## config.mk

```make
export PLATFORM = sky130hd
export DESIGN_NAME = fu_issue_scheduler
export DESIGN_NICKNAME = d
export VERILOG_FILES = /design/src/rtl/ariane_pkg.sv /design/src/rtl/fu_issue_scheduler.sv
export SDC_FILE = /design/constraint.sdc
export NUM_CORES = 1
export LEC_CHECK = 0
export CAP_MARGIN = 20
export CORE_ASPECT_RATIO = 0.8
export CORE_MARGIN = 3
export CORE_UTILIZATION = 46
export CTS_BUF_LIST = sky130_fd_sc_hd__clkbuf_4 sky130_fd_sc_hd__clkbuf_8
export DETAILED_ROUTE_END_ITERATION = 6
export PLACE_DENSITY = 0.81
export SLEW_MARGIN = 30
export SYNTH_ARGS = -nofsm -noshare
export SYNTH_HDL_FRONTEND = slang
export SYNTH_SLANG_ARGS = --single-unit
```

## constraint.sdc

```tcl
create_clock -name clk_i -period 2.5 [get_ports clk_i]
set_input_delay 0.5 -clock clk_i [delete_from_list [all_inputs] [get_ports clk_i]]
set_output_delay 0.5 -clock clk_i [all_outputs]
set_load 0.03 [all_outputs]
```

## src/rtl/ariane_pkg.sv

```systemverilog
// ============================================================================
// ariane_pkg : functional-unit class and FLU writeback-owner encodings.
// Rev 1.0
// ============================================================================
`default_nettype none

package ariane_pkg;

    typedef enum logic [2:0] {
        FU_NONE    = 3'd0,
        ALU        = 3'd1,
        CTRL_FLOW  = 3'd2,
        CSR        = 3'd3,
        MULT       = 3'd4,
        DIV        = 3'd5,
        LOAD_STORE = 3'd6,
        FPU        = 3'd7
    } fu_class_t;

    typedef enum logic [1:0] {
        WB_NONE   = 2'd0,
        WB_SINGLE = 2'd1,
        WB_MULT   = 2'd2,
        WB_DIV    = 2'd3
    } wb_sel_t;

    localparam logic [15:0] STALL_CNT_MAX = 16'hFFFF;

    // Classes that write the FLU port in the same cycle they issue.
    function automatic logic is_single_cycle(input fu_class_t fu);
        return (fu == ALU) || (fu == CTRL_FLOW) || (fu == CSR);
    endfunction

endpackage

`default_nettype wire

```

## src/rtl/fu_issue_scheduler.sv

```systemverilog
// ============================================================================
// fu_issue_scheduler : issue gating and FLU writeback-port arbitration.
// Rev 1.0
// ============================================================================
`default_nettype none

module fu_issue_scheduler
    import ariane_pkg::*;
#(
    parameter int unsigned MultLatency = 1
) (
    input  logic        clk_i,
    input  logic        rst_ni,
    input  logic        flush_i,
    input  logic        issue_valid_i,
    input  fu_class_t   issue_fu_i,
    output logic        issue_ready_o,
    input  logic        lsu_ready_i,
    input  logic        fpu_ready_i,
    input  logic        div_done_i,
    input  logic        csr_commit_i,
    output logic        alu_valid_o,
    output logic        branch_valid_o,
    output logic        csr_valid_o,
    output logic        mult_valid_o,
    output logic        div_valid_o,
    output logic        lsu_valid_o,
    output logic        fpu_valid_o,
    output wb_sel_t     wb_sel_o,
    output logic [15:0] stall_cnt_o
);

    logic [MultLatency-1:0] rsv_q, rsv_d;
    logic                   div_busy_q, div_busy_d;
    logic                   csr_pending_q, csr_pending_d;
    logic [15:0]            stall_cnt_q, stall_cnt_d;

    logic class_ready;
    logic blocked;
    logic accept;

    always_comb begin
        class_ready = 1'b0;
        case (issue_fu_i)
            ALU, CTRL_FLOW, CSR: class_ready = !rsv_q[0] && !div_done_i;
            MULT:                class_ready = 1'b1;
            // Pending multiplies must drain before the divider may claim the port.
            DIV:                 class_ready = (rsv_q == '0);
            LOAD_STORE:          class_ready = lsu_ready_i;
            FPU:                 class_ready = fpu_ready_i;
            default:             class_ready = 1'b0;
        endcase
    end

    assign blocked       = flush_i || div_busy_q || csr_pending_q || (issue_fu_i == FU_NONE);
    assign issue_ready_o = !blocked && class_ready;
    assign accept        = issue_valid_i && issue_ready_o;

    assign alu_valid_o    = accept && (issue_fu_i == ALU);
    assign branch_valid_o = accept && (issue_fu_i == CTRL_FLOW);
    assign csr_valid_o    = accept && (issue_fu_i == CSR);
    assign mult_valid_o   = accept && (issue_fu_i == MULT);
    assign div_valid_o    = accept && (issue_fu_i == DIV);
    assign lsu_valid_o    = accept && (issue_fu_i == LOAD_STORE);
    assign fpu_valid_o    = accept && (issue_fu_i == FPU);

    always_comb begin
        wb_sel_o = WB_NONE;
        if (accept && is_single_cycle(issue_fu_i)) begin
            wb_sel_o = WB_SINGLE;
        end else if (rsv_q[0]) begin
            wb_sel_o = WB_MULT;
        end else if (div_done_i && div_busy_q) begin
            wb_sel_o = WB_DIV;
        end
    end

    always_comb begin
        rsv_d                = rsv_q >> 1;
        rsv_d[MultLatency-1] = rsv_d[MultLatency-1] | mult_valid_o;

        div_busy_d = div_busy_q;
        if (div_valid_o) begin
            div_busy_d = 1'b1;
        end else if (div_done_i) begin
            div_busy_d = 1'b0;
        end

        csr_pending_d = csr_pending_q;
        if (csr_valid_o) begin
            csr_pending_d = 1'b1;
        end else if (csr_commit_i) begin
            csr_pending_d = 1'b0;
        end

        if (flush_i) begin
            rsv_d         = '0;
            div_busy_d    = 1'b0;
            csr_pending_d = 1'b0;
        end

        // The stall counter deliberately ignores flush.
        stall_cnt_d = stall_cnt_q;
        if (issue_valid_i && !issue_ready_o && (stall_cnt_q != STALL_CNT_MAX)) begin
            stall_cnt_d = stall_cnt_q + 16'd1;
        end
    end

    always_ff @(posedge clk_i or negedge rst_ni) begin
        if (!rst_ni) begin
            rsv_q         <= '0;
            div_busy_q    <= 1'b0;
            csr_pending_q <= 1'b0;
            stall_cnt_q   <= 16'd0;
        end else begin
            rsv_q         <= rsv_d;
            div_busy_q    <= div_busy_d;
            csr_pending_q <= csr_pending_d;
            stall_cnt_q   <= stall_cnt_d;
        end
    end

    assign stall_cnt_o = stall_cnt_q;

endmodule

`default_nettype wire

```

==> summary.txt <==
Final layout
  – Fill cell count: 170
  – Layout Area Growth over Synthesis: 49.5%
  – N_diodes: 0
  – Post-layout nets: between 150 and 200
  – Layout Utilization: 73.7%
  – Fin area: roughly 1600 sq um
  – Share of layout cells above drive strength 1: a little over a quarter

Route
  – Remaining DRCs: 0
  – Routed WL: 2870 um
  – Pre-antenna DRT Iters: 4
  – Routed WL per cell: 14.6 um
  – Vias per std cell: 5.43
  – Starting DRT DRC Count: 8
  – Via count: roughly 1100
  – Post-route ant nets: 0

Clocking
  – Clock Root Buffer: clkbuf_4
  – Inserted Clock Buffers: 3
  – Maximum buffer depth of the clock tree: 2
  – CTS clk-pin slew, worst paths: 0.10 ns
  – H-tree depth: 1
  – Clk sink count: 19
  – Hold-fix buffers, CTS: 0
  – Clock Latency Late Sink: ~0.3 ns
  – CTS tree: done

Synth
  – Mapped Area: 1080 sq um
  – Synth area leader: dfrtp_1
  – Cells after Synth: roughly 110
  – Synthesized area per cell: between 9 and 10 sq um
  – Post-synth EDFFs: 0
  – #FFs+latches synth: 19
  – Syn nets: 126
  – Post-synth ARST share: 100%
  – Yosys top cell area share: 43.9%
  – Main synth FF type: dfrtp_1
  – Yosys warning total: 0
  – Seq/Total Area, Yosys: 43.9%
  – Largest cells by area after synthesis: dfrtp_1, xnor2_1, nand3_1
  – Top cells by count, synth: dfrtp_1, nor2_1, xnor2_1
  – Count leader, synth: dfrtp_1
  – Post-synthesis cell type count: 30

STA
  – Final Max Tran Viols: 0
  – Setup WS post-layout: 0.0750 ns
  – Clock skew: 0.00271 ns
  – Highest clock rate: approximately 400 MHz
  – Fin. Hold Viols: 0
  – Worst Tran Pin Value: between 0.4 and 0.5 ns
  – Tightest slew margin relative to the limit: about two thirds
  – # setup viols final: 0
  – Crit share post-route: 97.0%
  – Clock period minus worst slack: 2.43 ns
  – RSZ-0062 raised after global routing: no
  – Setup TNS: 0 ns

Floorplanning
  – Die Height: 49.4 um
  – Initial Utilization: 49.3%
  – Ports: 37
  – Die Width: 60.2 um
  – Core Box Area: 2200 sq um
  – Die Area: 2970 sq um
  – Std cell rows: 15

Worst setup path
  – WS Path Type: in2out
  – Critical path's top delay family: buffers and inverters
  – Worst Setup Start Kind: primary input
  – WP data arrival: 1.93 ns
  – Worst-path fanout max: 4
  – Critical Path Sink Type: output pin
  – Req. time, crit path: 2.00 ns
  – CP most frequent cell: clkdlybuf4s50_1
  – Largest stage delay, worst path: 0.68 ns
  – CP Buf/Inv Count: 2
  – Crit-path slowest cell: clkdlybuf4s50_1
  – CP Cell Sequence: clkdlybuf4s50_1 -> nand2_1 -> nand2b_1 -> clkdlybuf4s50_1

Global route
  – Global Route met3 Usage: 5.82%
  – GRT Residual Overflow: 0
  – GR met2 Demand/Resource: around a third
  – Vias in the first global route: 1104
  – All-Layer GR Usage: 21.2%
  – First-pass GRT wire length: 4870 um
  – Pin count of the biggest net entering global routing: 20
  – Initial antenna violation count: 0
  – Met1 usage: 27.7%
  – Grt peak-use layer: met2

Placed design
  – Placed instance area: 1520 sq um
  – Detail Placement HPWL: ~2100 um
  – PortBufs: 36
  – Dpl ws: -0.123 ns
  – GPL Wtd Cong: 0.821

Power and ir drop
  – LEAKAGE: 0.697 nW
  – Design Power: 1.02 mW
  – Pwr/cell area: approximately 630 nW/um^2
  – Peak supply drop: 0.656 mV

Run status
  – Status: complete, no violations

Min path
  – Hold Crit Class: in2async

Job
  – Max_cap viols: 0
==> layout by cell type (no fill, tap or decap), drive strengths merged <==
cell / Yosys / final
buf: 4 / 30
clkdlybuf4s50: 0 / 22
dfrtp: 19 / 19
nor2: 13 / 13
xnor2: 13 / 13
nand3: 10 / 10
nand2: 9 / 9
nand4: 8 / 8
nor3: 6 / 6
clkbuf: 0 / 6
inv: 5 / 5
and3: 4 / 4
dlygate4sd2: 0 / 3
mux2: 3 / 3
nor4: 2 / 2
nor2b: 2 / 2
o21ai: 2 / 2
nand2b: 2 / 2
mux2i: 1 / 1
a221oi: 1 / 1
o31ai: 1 / 1
or2b: 1 / 1
o41ai: 1 / 1
o2bb2ai: 1 / 1
nand3b: 1 / 1
and2: 1 / 1
a21oi: 1 / 1
a2bb2oi: 1 / 1
o22ai: 1 / 1
ha: 1 / 1
==> per-layer routing <==
metal  wire [um]  up-vias
met5           0        -
met4          64        0
met3         134       10
met2        1390       30
met1        1280      509
li1            -      516
==> layout make-up <==
| class | instances | area, sq um | area share [%] |
|---|---|---|---|
| multi-input cells | 86 | 581 | 35.9 |
| repair buffers | 57 | 482 | 29.8 |
| flip-flops and latches | 19 | 475 | 29.4 |
| well taps | 25 | 31.3 | 1.93 |
| clock buffers | 4 | 30.0 | 1.86 |
| inverters | 5 | 18.8 | 1.16 |
==> report_power, final <==
part           internal (mW)  switching (mW)  total [mW]
Sequential             0.361          0.0739       0.435
Clock                 0.0731          0.0950       0.168
Combinational          0.187           0.225       0.412
Total                  0.621           0.394        1.02
==> worst reg2reg max path, stage by stage (launching register included) <==
cell and delay (ns):
dfrtp_1 0.47, a221oi_2 0.32, nand4_1 0.29, buf_4 0.23
buf_4 0.12, buf_4 0.12, buf_4 0.12, buf_4 0.12
buf_4 0.12, buf_4 0.12, a2bb2oi_1 0.12, nor2_1 0.08
==> metrics by stage <==
stage / hold slack, ns / std cells
floorplan: 0.204 / 114
global placement: 0.484 / 184
detailed placement: 0.498 / 184
CTS: 0.512 / 196
global route: 0.527 / 196
finish: 0.511 / 196
==> what timing repair did <==
| action | 4_1_cts | 5_1_grt |
|---|---|---|
| gates resized for setup | 6 | 8 |
| endpoints found under the setup margin | 9 | 8 |
| pin swaps | 4 | 4 |
| setup buffers | 8 | 0 |
==> final timing paths <==
check | from | to | slack, ns | depth (start not counted)
worst min-delay path | rst_ni | stall_cnt_o[10] | 0.51 | 2
worst max register to register | rsv_q | div_busy_q | 0.24 | 11
worst min register to register | stall_cnt_o[11] | stall_cnt_o[11] | 0.51 | 1
min in group clk_i | stall_cnt_o[11] | stall_cnt_o[11] | 0.51 | 1
max in group asynchronous | rst_ni | stall_cnt_o[1] | 1.78 | 2
worst max-delay path | div_done_i | wb_sel_o[1] | 0.07 | 4
==> registers in the layout, indices dropped and copies added (netlist names) <==
signal and flops:
stall_cnt_o 16, div_busy_q 1, csr_pending_q 1, rsv_q 1
==> logic make-up (layout without fill, tap and decap cells) <==
family / count (synthesis) / count (layout) / share of synthesized area (%)
adder cells (fa/ha/maj): 1 / 1 / 1.16
AND/OR/NAND/NOR: 59 / 59 / 28.0
buffers and inverters: 9 / 66 / 5.32
AO/OA/AOI/OAI: 9 / 9 / 7.05
XOR/XNOR: 13 / 13 / 10.5
multiplexers: 4 / 4 / 4.05
flip-flops: 19 / 19 / 43.9
Power figures use the tool's default switching activity.
